## config.mk

```make
export PLATFORM = sky130hd
export DESIGN_NAME = nor_read_streamer
export DESIGN_NICKNAME = d
export VERILOG_FILES = /design/src/rtl/nor_read_streamer.sv
export SDC_FILE = /design/constraint.sdc
export NUM_CORES = 1
export LEC_CHECK = 0
export ABC_AREA = 1
export CAP_MARGIN = 15
export CORE_MARGIN = 8
export CORE_UTILIZATION = 55
export CTS_BUF_LIST = sky130_fd_sc_hd__clkbuf_8
export DETAILED_ROUTE_END_ITERATION = 8
export PLACE_DENSITY = 0.78
export SYNTH_ARGS = -nofsm -noshare
export SYNTH_HDL_FRONTEND = slang
export SYNTH_SLANG_ARGS = --single-unit
```

## constraint.sdc

```tcl
create_clock -name wb_clk_i -period 2.75 [get_ports wb_clk_i]
set_clock_uncertainty 0.2 [all_clocks]
set_input_delay 0.4125 -clock wb_clk_i [delete_from_list [all_inputs] [get_ports wb_clk_i]]
set_output_delay 0.4125 -clock wb_clk_i [all_outputs]
set_load 0.1 [all_outputs]
```

## src/rtl/nor_read_streamer.sv

```systemverilog
// Wishbone burst reader for nor_bus: issues pipelined reads under a FIFO credit limit
// and streams returned words out. Optional running checksum via NOR_STREAM_CHECKSUM_EN.
module nor_read_streamer #(
  parameter int ADDRBITS   = 26,
  parameter int DATABITS   = 16,
  parameter int LENBITS    = 16,
  parameter int FIFO_DEPTH = 16
) (
  input  logic                wb_clk_i,
  input  logic                wb_rst_i,
  input  logic                cmd_start_i,
  input  logic [ADDRBITS-1:0] cmd_addr_i,
  input  logic [LENBITS-1:0]  cmd_len_i,
  output logic                cmd_busy_o,
  output logic                cmd_done_o,
  output logic                cmd_err_o,
  output logic                wb_cyc_o,
  output logic                wb_stb_o,
  output logic                wb_we_o,
  output logic [ADDRBITS-1:0] wb_adr_o,
  output logic [DATABITS-1:0] wb_dat_o,
  input  logic                wb_ack_i,
  input  logic [DATABITS-1:0] wb_dat_i,
  input  logic                wb_stall_i,
  input  logic                wb_err_i,
`ifdef NOR_STREAM_CHECKSUM_EN
  output logic [DATABITS-1:0] sum_o,
`endif
  output logic                m_valid_o,
  output logic [DATABITS-1:0] m_data_o,
  input  logic                m_ready_i
);

  localparam int PW = $clog2(FIFO_DEPTH);
  localparam int CW = PW + 1;

  typedef enum logic [1:0] {IDLE, ISSUE, DRAIN, DONE} state_t;

  state_t              state;
  logic [1:0]          rst_sync;
  logic                rst;
  logic [LENBITS-1:0]  remaining;
  logic [CW-1:0]       outstanding;
  logic [CW-1:0]       count;
  logic [PW-1:0]       wr_ptr;
  logic [PW-1:0]       rd_ptr;
  logic [DATABITS-1:0] mem [FIFO_DEPTH];
  logic                credit_ok;
  logic                accept;
  logic                push;
  logic                pop;
  logic                bus_err;

  // Reset asserts immediately, releases two clocks after wb_rst_i falls.
  always_ff @(posedge wb_clk_i or posedge wb_rst_i) begin
    if (wb_rst_i) rst_sync <= 2'b11;
    else          rst_sync <= {rst_sync[0], 1'b0};
  end
  assign rst = rst_sync[1];

  assign credit_ok = ({1'b0, outstanding} + {1'b0, count}) < (CW+1)'(FIFO_DEPTH);
  assign wb_stb_o  = (state == ISSUE) && credit_ok;
  assign wb_cyc_o  = (state == ISSUE) || (state == DRAIN);
  assign wb_we_o   = 1'b0;
  assign wb_dat_o  = '0;
  assign cmd_busy_o = (state != IDLE);
  assign cmd_done_o = (state == DONE);
  assign accept    = wb_stb_o && !wb_stall_i;
  assign push      = wb_ack_i && (outstanding != '0);
  assign pop       = m_valid_o && m_ready_i;
  assign bus_err   = wb_err_i && wb_cyc_o;
  assign m_valid_o = (count != '0);
  assign m_data_o  = mem[rd_ptr];

  always_ff @(posedge wb_clk_i or posedge rst) begin
    if (rst) begin
      state       <= IDLE;
      wb_adr_o    <= '0;
      remaining   <= '0;
      outstanding <= '0;
      cmd_err_o   <= 1'b0;
    end else begin
      case (state)
        IDLE: if (cmd_start_i) begin
          cmd_err_o <= 1'b0;
          if (cmd_len_i != '0) begin
            wb_adr_o  <= cmd_addr_i;
            remaining <= cmd_len_i;
            state     <= ISSUE;
          end else begin
            state <= DONE;
          end
        end
        ISSUE: if (bus_err) begin
          cmd_err_o <= 1'b1;
          state     <= DONE;
        end else if (accept) begin
          wb_adr_o  <= wb_adr_o + ADDRBITS'(1);
          remaining <= remaining - LENBITS'(1);
          if (remaining == LENBITS'(1)) state <= DRAIN;
        end
        DRAIN: if (bus_err) begin
          cmd_err_o <= 1'b1;
          state     <= DONE;
        end else if (outstanding == '0) begin
          state <= DONE;
        end
        default: state <= IDLE;
      endcase
      // An error abandons every in-flight request; late acks then fall on outstanding==0.
      if (bus_err) outstanding <= '0;
      else         outstanding <= outstanding + CW'(accept) - CW'(push);
    end
  end

  always_ff @(posedge wb_clk_i or posedge rst) begin
    if (rst) begin
      count  <= '0;
      wr_ptr <= '0;
      rd_ptr <= '0;
    end else begin
      if (push) wr_ptr <= wr_ptr + PW'(1);
      if (pop)  rd_ptr <= rd_ptr + PW'(1);
      count <= count + CW'(push) - CW'(pop);
    end
  end

  always_ff @(posedge wb_clk_i) begin
    if (push) mem[wr_ptr] <= wb_dat_i;
  end

`ifdef NOR_STREAM_CHECKSUM_EN
  always_ff @(posedge wb_clk_i or posedge rst) begin
    if (rst)                                sum_o <= '0;
    else if (state == IDLE && cmd_start_i)  sum_o <= '0;
    else if (push)                          sum_o <= sum_o + wb_dat_i;
  end
`endif

endmodule

```

# Yosys cells after proc, flatten, opt, wreduce, memory -nomap -nowiden
# Memories as Yosys holds them, arrays and structs flattened.
# Cells that the tools add are included.
# word_totals
regBits,65
latch_bits,0
ram_bits,256
rom_bits,0
input_bits,65
out_inout_bits,65
memories,1
# op_classes
addsub,9
mul,0
div_mod_pow,0
magnitude_cmp,1
n_eq_ne,12
n_shift,0
muxes,24
bitwise_logic,0
reduce_logical,19
# memory_table
name,depth,width,rd,rd_clocked_by_memory_dff,wr,line_no,rtl
mem,16,16,1,0,1,47,logic [DATABITS-1:0] mem [FIFO_DEPTH];
# ops
operator,n
26-bit 2-to-1 mux,4
16-bit 2-to-1 mux,4
26-bit one-hot mux with 2 select lines,1
16-bit one-hot mux with 2 select lines,1
26-bit by 1-bit adder with 26-bit output (second input constant),1
16-bit by 1-bit == test with 1-bit output (second input constant),1
16-bit nonzero test,1
16-bit by 1-bit subtractor with 16-bit output (second input constant),1
2-bit 2-to-1 mux,7
5-bit by 1-bit adder with 5-bit output,2
5-bit nonzero test,2
5-bit by 1-bit subtractor with 5-bit output,2
4-bit by 1-bit adder with 4-bit output (second input constant),2
2-bit != test (second input constant),4
5-bit by 5-bit adder with 6-bit output,1
6-bit by 5-bit less-than comparator with 1-bit output (second input constant),1
3-bit by 2-bit != test with 1-bit output (second input constant),2
2-bit one-hot mux with 3 select lines,1
2-bit nonzero test,3
1-bit logical AND,5
5-bit zero test,1
5-bit 2-to-1 mux,1
5-bit AND reduction,1
2-bit == test (second input constant),2
11 further kinds,14

# Depth between registers and ports, before layout
# Gate-level depths: netlist of run 1.
# depth
word_depth,7
mapped_depth,17

# Least setup slack after synthesis of run 1
# OpenSTA, ideal clock, no wires.
# synth_path
kind,register to register
from,reg count[3]
to,reg count[4]
setup_ps,79
arrival_time_ps,3070
required_ps,2471
slack_ps,-600
path_stages_with_launch,13
path_buffers,0
synth_period_minus_slack_ps,3350
path_cell_list,dfrtp_1 > inv_1 > ha_1 > nand3b_1 > nand2_1 > inv_1 > ha_1 > inv_1 > ha_1 > inv_1 > fa_1 > o21ai_0 > xor2_1
# synth_via
elab_chain_cells,3
elab_cells_between_ends,4
# synth_rtl
item,line_no,rtl
"start, declared",44,logic [CW-1:0] count;
"start signal, assigned",124,count <= count + CW'(push) - CW'(pop);
5-bit nonzero test,72,assign m_valid_o = (count != '0);
net m_valid_o,29,"output logic m_valid_o,"
1-bit logical AND,70,assign pop = m_valid_o && m_ready_i;
net pop,51,logic pop;
5-bit by 1-bit subtractor with 5-bit output,124,
# The timed path passes the listed nets, and every way through them passes these cells.
# A chain may end at the register's enable or synchronous reset.

# Final worst setup path of run 1
# layout_path
from,reg rd_ptr[0]
to,out m_data_o[13]
# layout_via
elab_chain_cells,1
# layout_rtl
item,line_no,rtl
"start, declared",46,logic [PW-1:0] rd_ptr;
"start signal, assigned",123,if (pop) rd_ptr <= rd_ptr + PW'(1);
memory 16 x 16 bit,-,
"end, declared",30,"output logic [DATABITS-1:0] m_data_o,"
# No other way between the ends.

==> metrics.cfg, run 1 <==
[power_and_ir_drop]
p_leak_nw = 7.199
peakVddDrop_v = 0.001322
power.density_nw_per_um2 = 1330
seqPwrFrac_pct = 27.9
p_total_mw = 24.46
switchingPower_mw = 11.71
switching_share_pct = 47.88
combPwrFrac_pct = 56.0
pwr-share-clk_pct = 16.1
internal_power_mw = 12.75

[route]
m1WireLength_um = 15450
vias = 11510
ant_nets = 0
drt_iter0_drc = 977
dr_wl_met3_um = 3187
via_per_inst = 5.657
met2_length_um = 18090
avgRoutedWirePerCell_um = 18.65
wl_um = 37960
highest_layer = met5
drc = 0
dr.pass1.iters = 5

[floorplanning]
fp-row-count = 60
coreArea_um2 = 26730
start_util_pct = 55.61
die_x_um = 180.4
die_h_um = 180.4
die_area_um2 = 32540
pin_count = 130

[setup_path]
cp-start-kind = register
critPathRequiredTime_ps = 2140
cp-end-kind = output pin
critical_path_class = reg2out
reg2reg_slack_ps = -20
crit_fanout = 7
critical_path.max_stage_delay_ps = 490
cp.arrival_ps = 2310
cp_slowest_cell = dfrtp_2
crit_chain = inv_8, buf_12, buf_16, nor2_1, nor2_1, o21ai_1, o211ai_1, o211ai_1, nand2_2, buf_12

[flow_run]
drv_cap = 0

[clock_network]
clock-sinks = 321
clk_pin_slew_ps = 60
htreeDepth = 2
cts_tree = yes
clock_latency_ps = 580
cts_root_buf = clkbuf_8
clk_path_buf_depth = 3
cts_buffers = 51

[sta]
max_freq_mhz = 341.6
grt_setup_unrepaired = yes
maxSlewHeadroom_pct = 43.63
slew_viol_final = 0
min_period_over_period_pct = 106.4
final.setup.worst_slack_ps = -177.1
hold_viol = 0
setup_viol = 16
tns_ps = -1375
tightest_slew_ps = 845.6
fin_hold_ws_ps = 160.1
post-route-min-period_ps = 2927

[run_status]
violations = setup timing
status = finished, violations left

[place]
place_inst = 1916
dp.final_hpwl_um = 22070
io_buffers = 112
gp_congestion = 0.8654

[logic_synthesis]
synth-seq-cells = 321
syn_area_um2 = 14860
synth_area_leaders = edfxtp_1, dfrtp_1, nand2_1
synth_xor_area_share_pct = 0.8250
synth-simple-area-share_pct = 18.90
yosysSeqAreaShare_pct = 62.68
ys_warn_count = 0
synth.avg_cell_area_um2 = 10.08
synth-compound-area-share_pct = 10.14
synth_top_area_share_pct = 51.72
async_flop_share_pct = 20.25
synth_edf_count = 256
synth_top_family_by_area = simple AND/OR/NAND/NOR gates
synth_fa_ha_area_share_pct = 2.711
ys_types = 42
synthFlopType = edfxtp_1
syn_inst = 1475
synth_mux_area_share_pct = 0.1347
synth_top_cell_by_area = edfxtp_1

[worst_hold_path]
min_path_type = reg2reg

[layout]
final_cells = 2035
area_growth_syn_to_layout_pct = 23.80
n_antenna_cell = 0
nets = 1749
drive_gt1_share_pct = 17.47

[grt]
grtUsageTotal_pct = 22.65
grt_pass1_wl_um = 59530
antenna_found_initial = 1
grt_max_degree = 64
grt_pass1_vias = 11630
grt_overflow_total = 0

-- cell usage after synthesis (2+ instances only) --
cell and count:
nor3_1 4, buf_2 22, o21ai_0 165, mux2i_1 2, nand3b_1 9, buf_6 4, buf_1 10, nand2_1 318
or2_2 9, clkinv_1 2, o21bai_1 4, nor2_2 2, xnor2_1 4, edfxtp_1 256, dfstp_2 2, nor2_1 277
buf_4 17, xor2_1 10, clkbuf_1 33, inv_1 60, dfrtp_1 63, ha_1 29, nand4_1 10, fa_1 2
o211ai_1 64, nand3_1 61, a21oi_1 10, o21ai_1 12
-- state kept, by name, summed over array words and instances, names as in the netlist, 2 cells and up --
register     count
wb_adr_o        26
state            2
mem            256
outstanding      5
remaining       16
count            5
rst_sync         2
wr_ptr           4
rd_ptr           4
-- timing repair --
action	CTS	global route
gates cloned	7	5
pin swaps	28	27
endpoints found under the hold margin	2	0
setup endpoints to repair	17	18
hold buffers	1	0
setup buffers	9	5
gates resized for setup	80	52
-- final cells by class --
| type | count | area [um^2] |
|---|---|---|
| flip-flops and latches | 321 | 9321 |
| clock inverters | 43 | 284.0 |
| clock buffers | 51 | 701.9 |
| well taps | 341 | 426.7 |
| inverters | 63 | 251.5 |
| fillers | 1867 | 8325 |
| repair buffers | 194 | 2210 |
| multi-input cells | 1022 | 5205 |
-- cells in the final DEF, fill, tap and decap left out, drive strengths merged, types with 3 or more instances in the layout --
cell type / n
clkbuf: 56
inv: 82
nor3: 4
a21oi: 11
xor2: 10
bufinv: 3
o21bai: 4
clkdlybuf4s50: 64
nand4: 10
conb: 18
o21ai: 177
nand2: 319
nand3b: 9
buf: 124
or2: 9
dfrtp: 63
ha: 29
xnor2: 4
nand3: 62
edfxtp: 256
o211ai: 64
nor2: 279
clkinv: 21
-- cells by family after synthesis --
| family | Yosys count |
|---|---|
| flops | 321 |
| mux | 2 |
| xor+xnor | 14 |
| fa+ha+maj | 31 |
| buf+inv | 149 |
| simple gates | 695 |
| other cells | 1 |
| compound gates | 262 |
-- power by group through the flow --
stage / clock (mW) / combinational [mW] / sequential [mW]
after detailed placement: 0 / 12.3 / 6.89
final: 3.94 / 13.7 / 6.83
after floorplan: 0 / 7.43 / 7.99
after global routing: 4.18 / 14.7 / 6.93
after CTS: 3.98 / 13.2 / 6.81
after global placement: 0 / 12.0 / 6.86
-- stage by stage --
step | cell area [um^2] | utilization, % | setup WS, ps
after global placement | 16740 | 62.65 | 45.73
after global routing | 18400 | 68.85 | -288.4
after floorplan | 14970 | - | -378.5
after detailed placement | 16740 | 62.65 | -83.54
after CTS | 18170 | 67.99 | -137.5
final | 18400 | 68.85 | -177.1
-- final timing paths --
check                       startpoint              to  cells after the start
hold / removal             rst_sync[0]     rst_sync[1]                      0
max in group asynchronous  rst_sync[1]       rd_ptr[1]                      2
setup / recovery             rd_ptr[0]    m_data_o[13]                     10
hold reg to reg            rst_sync[0]     rst_sync[1]                      0
setup reg to reg              state[1]  outstanding[4]                     15
min in group asynchronous  rst_sync[1]  outstanding[0]                      2
-- routing by layer --
metal	global-route usage, %	vias up
li1	-	5396
met1	28.41	5485
met2	37.60	534
met3	5.060	95
met4	9.392	2
met5	0	-
-- worst max-delay path, delay by kind of cell, from the launching register on --
family                 cells  cell delay, ps
AOI/OAI and AO/OA          3             340
buffers and inverters      4             590
DFF                        1             490
and+or+nand+nor            3             330
Power figures use the tool's default switching activity.
==> inputs of run 2 (changes only) <==
Clock period 2.75 ns to 3.7 ns, I/O delays scaled along.
==> metrics.cfg, run 2 (synthesis results as in run 1) <==
[route]
ant_nets = 0  ; unchanged
vias = 11130  ; was 11510
m1WireLength_um = 14700  ; was 15450 um
dr_wl_met3_um = 2666  ; was 3187 um
wl_um = 35250  ; was 37960 um
drt_iter0_drc = 1096  ; was 977
met2_length_um = 16870  ; was 18090 um
highest_layer = met5  ; unchanged
dr.pass1.iters = 6  ; was 5
via_per_inst = 5.631  ; was 5.657
drc = 0  ; unchanged
avgRoutedWirePerCell_um = 17.84  ; was 18.65 um

[floorplanning]
start_util_pct = 55.61  ; unchanged
die_x_um = 180.4  ; unchanged
coreArea_um2 = 26730  ; unchanged
fp-row-count = 60  ; unchanged
pin_count = 130  ; unchanged
die_h_um = 180.4  ; unchanged
die_area_um2 = 32540  ; unchanged

[clock_network]
clk_pin_slew_ps = 60  ; about the same
cts_root_buf = clkbuf_8  ; unchanged
clock_latency_ps = 560  ; was 580 ps
clock-sinks = 321  ; unchanged
cts_buffers = 51  ; unchanged
cts_tree = yes  ; unchanged
clk_path_buf_depth = 3  ; unchanged
htreeDepth = 2  ; unchanged
post-cts-setup-buffers = 0  ; was 9

[layout]
reg_top3 = mem (256), wb_adr_o (26), remaining (16)  ; unchanged
n_antenna_cell = 0  ; unchanged
nets = 1697  ; was 1749
largest_register_ffs = 256  ; unchanged
multi_input_area_um2 = 4970  ; was 5205 um^2
area_growth_syn_to_layout_pct = 17.65  ; was 23.80%
drive_gt1_share_pct = 9.480  ; was 17.47%
fin_util_pct = 65.43  ; was 68.85%
final_area_um2 = 17490  ; was 18400 um^2
final_common_cell = nand2_1  ; unchanged
nFillCells = 2040  ; was 1867
regMostFlops = mem  ; unchanged
final_cells = 1976  ; was 2035
final_cell_mix = nand2_1, nor2_1, edfxtp_1  ; was nand2_1, edfxtp_1, nor2_1
regArea_um2 = 9321  ; unchanged

[setup_path]
cp.arrival_ps = 2630  ; was 2310 ps
critical_path_class = reg2out  ; unchanged
cp-end-kind = output pin  ; unchanged
critPathBufInv = 2  ; was 4
critPathRequiredTime_ps = 2940  ; was 2140 ps
crit_top_cell = o211ai_1
crit_fanout = 130  ; was 7
cp_top_family = buffers and inverters  ; unchanged
cp-start-kind = register  ; unchanged
reg2reg_slack_ps = 770  ; was -20 ps
cp_slowest_cell = buf_6  ; was dfrtp_2
crit_chain = buf_6, o21ai_0, o211ai_1, o211ai_1, nand2_1, buf_12  ; was inv_8, buf_12, buf_16, nor2_1, nor2_1, o21ai_1, o211ai_1, o211ai_1, nand2_2, buf_12
critical_path.max_stage_delay_ps = 660  ; was 490 ps

[grt]
grtUsageTotal_pct = 21.27  ; was 22.65%
grt_max_degree = 131  ; was 64
grt_pass1_wl_um = 56750  ; was 59530 um
antenna_found_initial = 1  ; unchanged
grt_overflow_total = 0  ; unchanged
grt_pass1_vias = 10960  ; was 11630

[power_and_ir_drop]
p_leak_nw = 6.734  ; was 7.199 nW
p_total_mw = 16.86  ; was 24.46 mW
peakVddDrop_v = 0.001307  ; was 0.001322 V
power.density_nw_per_um2 = 964.3  ; was 1330 nW/um^2

[place]
dp.final_hpwl_um = 21430  ; was 22070 um
io_buffers = 112  ; unchanged
gp_congestion = 0.8586  ; was 0.8654
place_inst = 1889  ; was 1916
placed_cell_area_um2 = 16510  ; was 16740 um^2

[sta]
grt_setup_unrepaired = no  ; was yes
tightest_slew_ps = 1029  ; was 845.6 ps
setup_viol = 0  ; was 16
slew_viol_final = 0  ; unchanged
tns_ps = 0  ; was -1375 ps
post-route-min-period_ps = 3387
hold_viol = 0  ; unchanged
maxSlewHeadroom_pct = 31.19  ; was 43.63%
max_freq_mhz = 295.3
min_period_over_period_pct = 91.53

[run_status]
status = complete, no violations  ; was finished, violations left

[worst_hold_path]
min_path_type = in2async  ; was reg2reg

[flow_run]
drv_cap = 0  ; unchanged

[run 2: final timing paths]
path | to | cells after the start | from
hold / removal | rst_sync[1] | 2 | wb_rst_i
max in group asynchronous | wb_adr_o[16] | 2 | rst_sync[1]
min in group wb_clk_i | rst_sync[1] | 0 | rst_sync[0]
setup reg to reg | outstanding[4] | 17 | outstanding[1]
setup / recovery | m_data_o[4] | 6 | rd_ptr[0]
hold reg to reg | outstanding[3] | 1 | rst_sync[1]
[run 2: stage by stage]
stage | hold slack, ps | worst slack [ps]
finish | 113.9 | 313.4
global route | 125.6 | 156.4
CTS | 88.69 | 59.44
detailed placement | 150.7 | 599.7
global placement | 144.3 | 663.4
floorplan | 145.2 | 350.4
[run 2: final cells by class]
cell class / instances / share of cell area [%]
sequential: 321 / 53.31
multi-input combinational: 1022 / 28.42
timing repair buffer: 142 / 8.908
inverter: 63 / 1.367
clock buffer: 52 / 4.093
tap: 341 / 2.440
clock inverter: 35 / 1.467
[run 2: report_power, final]
part           switching, mW  internal [mW]  leakage (nW)
sequential             0.518           4.56          3.11
combinational           6.25           2.62          3.08
clock                   1.33           1.58         0.551
total                   8.11           8.76          6.73
[run 2: repair_timing]
| item | 4_1_cts | 5_1_grt |
|---|---|---|
| gates resized for setup | 0 | 1 |
| endpoints found under the setup margin | 0 | 16 |
| hold endpoints to repair | 0 | 0 |
| hold buffers | 0 | 0 |
[run 2: metal layers]
metal,up-vias,GRT usage [%]
li1,5277,-
met1,5280,27.33
met2,495,35.53
met3,73,4.355
met4,2,7.341
met5,-,0
